## src/rtl/weight_gen_pkg.sv

```systemverilog
// Shared types and helpers for the constant-weight word generator.
package weight_gen_pkg;

  typedef enum logic {IDLE = 1'b0, RUN = 1'b1} state_t;

  // Widest word the trailing-zero helper supports; callers zero-extend into it.
  localparam int MAX_W = 64;

  // Trailing-zero count over the low w bits of x; returns w when those bits are all zero.
  function automatic int ctz_w(input logic [MAX_W-1:0] x, input int w);
    int n;
    n = w;
    for (int i = MAX_W - 1; i >= 0; i--) begin
      if (i < w && x[i]) n = i;
    end
    return n;
  endfunction

endpackage

```

## src/rtl/weight_gen_next.sv

```systemverilog
// Combinational successor: next larger word with the same popcount (Gosper's hack, no divider).
module weight_gen_next
  import weight_gen_pkg::*;
#(
  parameter int DATA_WIDTH = 16
) (
  input  logic [DATA_WIDTH-1:0] x,
  output logic [DATA_WIDTH-1:0] next_word
);

  logic [DATA_WIDTH-1:0] low_bit;
  logic [DATA_WIDTH-1:0] ripple;
  logic [MAX_W-1:0]      x_ext;

  always_comb begin
    x_ext                   = '0;
    x_ext[DATA_WIDTH-1:0]   = x;
    low_bit                 = x & (-x);
    ripple                  = x + low_bit;
    // Bits that fell off the carried run are re-packed at the bottom.
    next_word = ripple | (((x ^ ripple) >> 2) >> ctz_w(x_ext, DATA_WIDTH));
  end

endmodule

```

## src/rtl/weight_word_gen.sv

```systemverilog
// Emits every DATA_WIDTH-bit word with exactly k ones, ascending, over valid/ready.
// Optional idx output (word index) enabled by defining WEIGHT_GEN_COUNT_EN.
module weight_word_gen
  import weight_gen_pkg::*;
#(
  parameter  int DATA_WIDTH = 16,
  localparam int KW         = $clog2(DATA_WIDTH) + 1
) (
  input  logic                  clk,
  input  logic                  reset,
  input  logic                  start_valid,
  output logic                  start_ready,
  input  logic [KW-1:0]         k,
  output logic                  dout_valid,
  input  logic                  dout_ready,
  output logic [DATA_WIDTH-1:0] dout,
  output logic                  dout_last,
  output logic                  busy
`ifdef WEIGHT_GEN_COUNT_EN
  ,
  output logic [DATA_WIDTH-1:0] idx
`endif
);

  state_t                state, state_n;
  logic [KW-1:0]         k_eff;
  logic [KW-1:0]         k_sat;
  logic [DATA_WIDTH-1:0] next_word;
  logic [DATA_WIDTH-1:0] last_word;

  assign k_sat     = (k > KW'(DATA_WIDTH)) ? KW'(DATA_WIDTH) : k;
  // Final word has all k_eff ones packed at the top.
  assign last_word = ~({DATA_WIDTH{1'b1}} >> k_eff);
  assign dout_last = (state == RUN) && ((k_eff == '0) || (dout == last_word));

  weight_gen_next #(.DATA_WIDTH(DATA_WIDTH)) u_next (
    .x         (dout),
    .next_word (next_word)
  );

  always_ff @(posedge clk or posedge reset) begin
    if (reset) state <= IDLE;
    else       state <= state_n;
  end

  always_comb begin
    state_n     = state;
    start_ready = 1'b0;
    dout_valid  = 1'b0;
    busy        = 1'b0;
    case (state)
      IDLE: begin
        start_ready = 1'b1;
        if (start_valid) state_n = RUN;
      end
      RUN: begin
        dout_valid = 1'b1;
        busy       = 1'b1;
        if (dout_ready && dout_last) state_n = IDLE;
      end
      default: state_n = IDLE;
    endcase
  end

  always_ff @(posedge clk or posedge reset) begin
    if (reset) begin
      dout  <= '0;
      k_eff <= '0;
    end else if (state == IDLE && start_valid) begin
      k_eff <= k_sat;
      dout  <= ~({DATA_WIDTH{1'b1}} << k_sat);
    end else if (state == RUN && dout_ready) begin
      dout <= dout_last ? '0 : next_word;
    end
  end

`ifdef WEIGHT_GEN_COUNT_EN
  always_ff @(posedge clk or posedge reset) begin
    if (reset) begin
      idx <= '0;
    end else if (state == RUN && dout_ready) begin
      idx <= dout_last ? '0 : idx + 1'b1;
    end
  end
`endif

endmodule

```

## config.mk

```make
export PLATFORM = sky130hd
export DESIGN_NAME = weight_word_gen
export DESIGN_NICKNAME = d
export VERILOG_FILES = /design/src/rtl/weight_gen_pkg.sv /design/src/rtl/weight_gen_next.sv /design/src/rtl/weight_word_gen.sv
export SDC_FILE = /design/constraint.sdc
export NUM_CORES = 1
export LEC_CHECK = 0
export BUFFER_PORTS_ARGS = -buffer_cell sky130_fd_sc_hd__buf_2
export CAP_MARGIN = 10
export CORE_MARGIN = 1
export CORE_UTILIZATION = 40
export CTS_CLUSTER_DIAMETER = 150
export CTS_CLUSTER_SIZE = 28
export DETAILED_ROUTE_END_ITERATION = 10
export GPL_TIMING_DRIVEN = 0
export MAX_ROUTING_LAYER = met4
export PLACE_DENSITY_LB_ADDON = 0.08
export SLEW_MARGIN = 20
export SYNTH_ARGS = -nofsm -noshare
export SYNTH_HDL_FRONTEND = slang
export SYNTH_HIERARCHICAL = 1
export SYNTH_SLANG_ARGS = --single-unit
```

## constraint.sdc

```tcl
create_clock -name clk -period 4.2 [get_ports clk]
set_input_delay 0.63 -clock clk [delete_from_list [all_inputs] [get_ports clk]]
set_output_delay 0.63 -clock clk [all_outputs]
set_load 0.005 [all_outputs]
```

==> out/qor.txt <==
Outcome: finished clean
Tmin final: 3929 ps
First-pass GRT wire length: 17880 um
Yosys reg bits: 22
Routability cong.: 0.9348
XOR/XNOR Fraction of Synth Area: 0.01671
DR WL/cell: 18.98 um
Slew headroom: 0.4085
CP Launch Type: register
Setup CP Type: reg2reg
Seq/Total Area, Yosys: 0.1750
Area contributors post-synth: dfrtp_1 (18%), nor2_1 (6.7%), nand2_1 (6.1%), a21oi_1 (5.7%), o21ai_0 (4.3%)
CTS tree: yes
Most used DFF post-synth: dfrtp_1
# rows: 31
Fin Clk Skew: 2.704 ps
Syn Inst Count: 461
Critical Path Fanout Max: 10
Ports: 29
Port buffer count: 26
RSZ-0062 raised after global routing: false
Number of buffers added for setup after CTS: 0
Final WL: 11180 um
Total Routing Usage GR: 0.2776
Area growth, synth to finish: 9.387%
Max clock buf depth: 2
Post-Layout Cell Count: 589
Fin area: 0.003441 sq mm
Sink Count: 22
Hold_buf cts: 0
Synthesized area: 0.003146 sq mm
Largest net degree at the start of global routing: 23
Multiplexer share of the synthesized area: 0.03660
Overflow after GRT: 0
Most frequent cells in the layout: nor2_1 (56), nand2_1 (51), a21oi_1 (36), buf_2 (33), o21ai_0 (27)
Clk root buf: clkbuf_8
Largest family of logic cells by synthesized area: simple AND/OR/NAND/NOR gates
Post-Place Cell Area: 0.003400 sq mm
Starting density of the core: 0.4246
Setup_tns: 0 ps
Initial drt markers: 493
N_diodes: 0
Initial antenna violation count: 0
CTS Buf Count: 3
Fmax: 254.5 MHz
Core area: 0.007408 sq mm
Part of the cycle the worst path needs: 0.9355
Post-synthesis simple-gate area fraction: 0.3556
Mapped Nets: 470
Max cap viols: 0
Filler instances: 774
Adder-Cell Fraction of Synth Area: 0
Async SR Flop Fraction: 1.000
Die width: 90.68 um
Tightest Hold Check Type: in2async
Top cell type's share of synthesized area: 0.1750
P_leak: 1.395 nW
Htree depth: 1
Share of cells above drive strength 1: 0.1306
Post-route ant nets: 0
Final max-slew violation count: 0
Placed insts: 586
Worst vdd ir: 0.0003245 V
Clk Latency, worst-skew pair: 270 ps
Post-synthesis cell type with the largest combined area: dfrtp_1
Post-cts resize count: 0
Final #Nets: 501
Commonest non-fill, non-tap cell in the layout: nor2_1
Syn. warnings: 6
EDFF count, synth: 0
Average instance area after synthesis: 6.823 sq um
Reg clk slew, reported paths: 80 ps
Vias in the first global route: 3198
CP arrival: 4100 ps
Post-synth cell types: 73
Worst Setup End Kind: register
Vias per cell: 6.380
CP required: 4370 ps
Worst r2r path cells: 14
DR pass1 iterations: 5
Drt drc: 0
Routed via count: 3758
Post-DP HPWL: 8445 um
Synth Area in Compound Gates: 0.3405
Final Setup Violations: 0
Die Y-Extent: 90.68 um
Final Hold Viols: 0
Worst-Margin Slew: 886.3 ps
Pwr/cell area: 910.4 mW/mm^2
Die area: 0.008223 sq mm
==> cells by family after synthesis <==
group                     count (synthesis)
AOI/OAI and AO/OA                       155
muxes                                    10
and+or+nand+nor                         218
buffers and inverters                    50
xor gates and xnor gates                  6
DFF                                      22
==> routing by layer <==
layer  up-vias  track usage  routed length [um]
met1      1751       0.4276                5261
li1       1779            -                   -
met4         0      0.03495                 171
met5         -            -                   0
met2       203       0.3857                4677
met3        25      0.03788                1069
==> per-stage QoR <==
step | utilization | hold WS [ps] | worst slack, ps | power, mW
after global placement | 0.4589 | 633.6 | 377.9 | 2.951
after global routing | 0.4644 | 621.7 | 102.5 | 3.399
after detailed placement | 0.4589 | 633.3 | 456.6 | 2.945
after CTS | 0.4644 | 561.4 | 416.0 | 3.087
final | 0.4644 | 537.2 | 271.0 | 3.132
after floorplan | - | 577.5 | 1194 | 2.262
==> final cells by class <==
| cell class | instances | area (sq um) | area share |
|---|---|---|---|
| Sequential cell | 22 | 550.5 | 0.1600 |
| Tap cell | 99 | 123.9 | 0.03600 |
| Timing Repair Buffer | 26 | 130.1 | 0.03782 |
| Inverter | 12 | 45.04 | 0.01309 |
| Clock buffer | 3 | 41.29 | 0.01200 |
| Buffer | 38 | 192.7 | 0.05600 |
| Multi-Input combinational cell | 389 | 2357 | 0.6851 |
==> critical path: stages, from the launching register on <==
cell and delay (ps):
dfrtp_1 460, buf_6 170, or4_4 520, buf_6 160, nor3_4 350, a31oi_4 110
o31ai_4 420, a31oi_2 290, mux2i_4 260, o22ai_1 160, o21ai_0 470, nand2b_1 100
a21oi_1 150, nor3_1 70, o32ai_1 130
==> power breakdown <==
| part | switching [mW] | internal (mW) |
|---|---|---|
| Clock | 0.0705 | 0.0642 |
| Combinational | 1.51 | 0.922 |
| Sequential | 0.246 | 0.320 |
==> sequential cells by signal, summed over array words and instances, names as in the netlist <==
| signal | count |
|---|---|
| dout | 16 |
| k_eff | 5 |
| state | 1 |
==> cell usage after synthesis, types with 3 or more instances <==
library cell and instances:
nor4_1 7, dfrtp_1 22, o32ai_1 6, o21ai_0 27
a31oi_1 10, buf_6 4, nor2_1 56, nand4_1 7
nor3_1 18, clkbuf_1 24, a22oi_1 3, xnor2_1 6
and2_1 11, a211oi_1 5, mux2i_1 7, o31ai_1 4
a21o_1 6, buf_2 7, nand3_1 24, nor2b_1 9
a21oi_1 36, o211ai_1 5, o21ai_1 6, o21a_1 4
o22ai_1 9, a221oi_1 3, nand2b_1 10, inv_1 12
buf_4 3, and3_1 5, nand2_1 51
==> worst paths after layout <==
kind / to / slack, ps / startpoint
max in group asynchronous: dout[0] / 3120 / reset
min reg2reg: dout[9] / 660 / dout[9]
min in group clk: dout[9] / 660 / dout[9]
min: state / 540 / reset
max reg2reg: dout[10] / 270 / dout[3]
max: dout[10] / 270 / dout[3]
(Power assumes the default switching activity.)
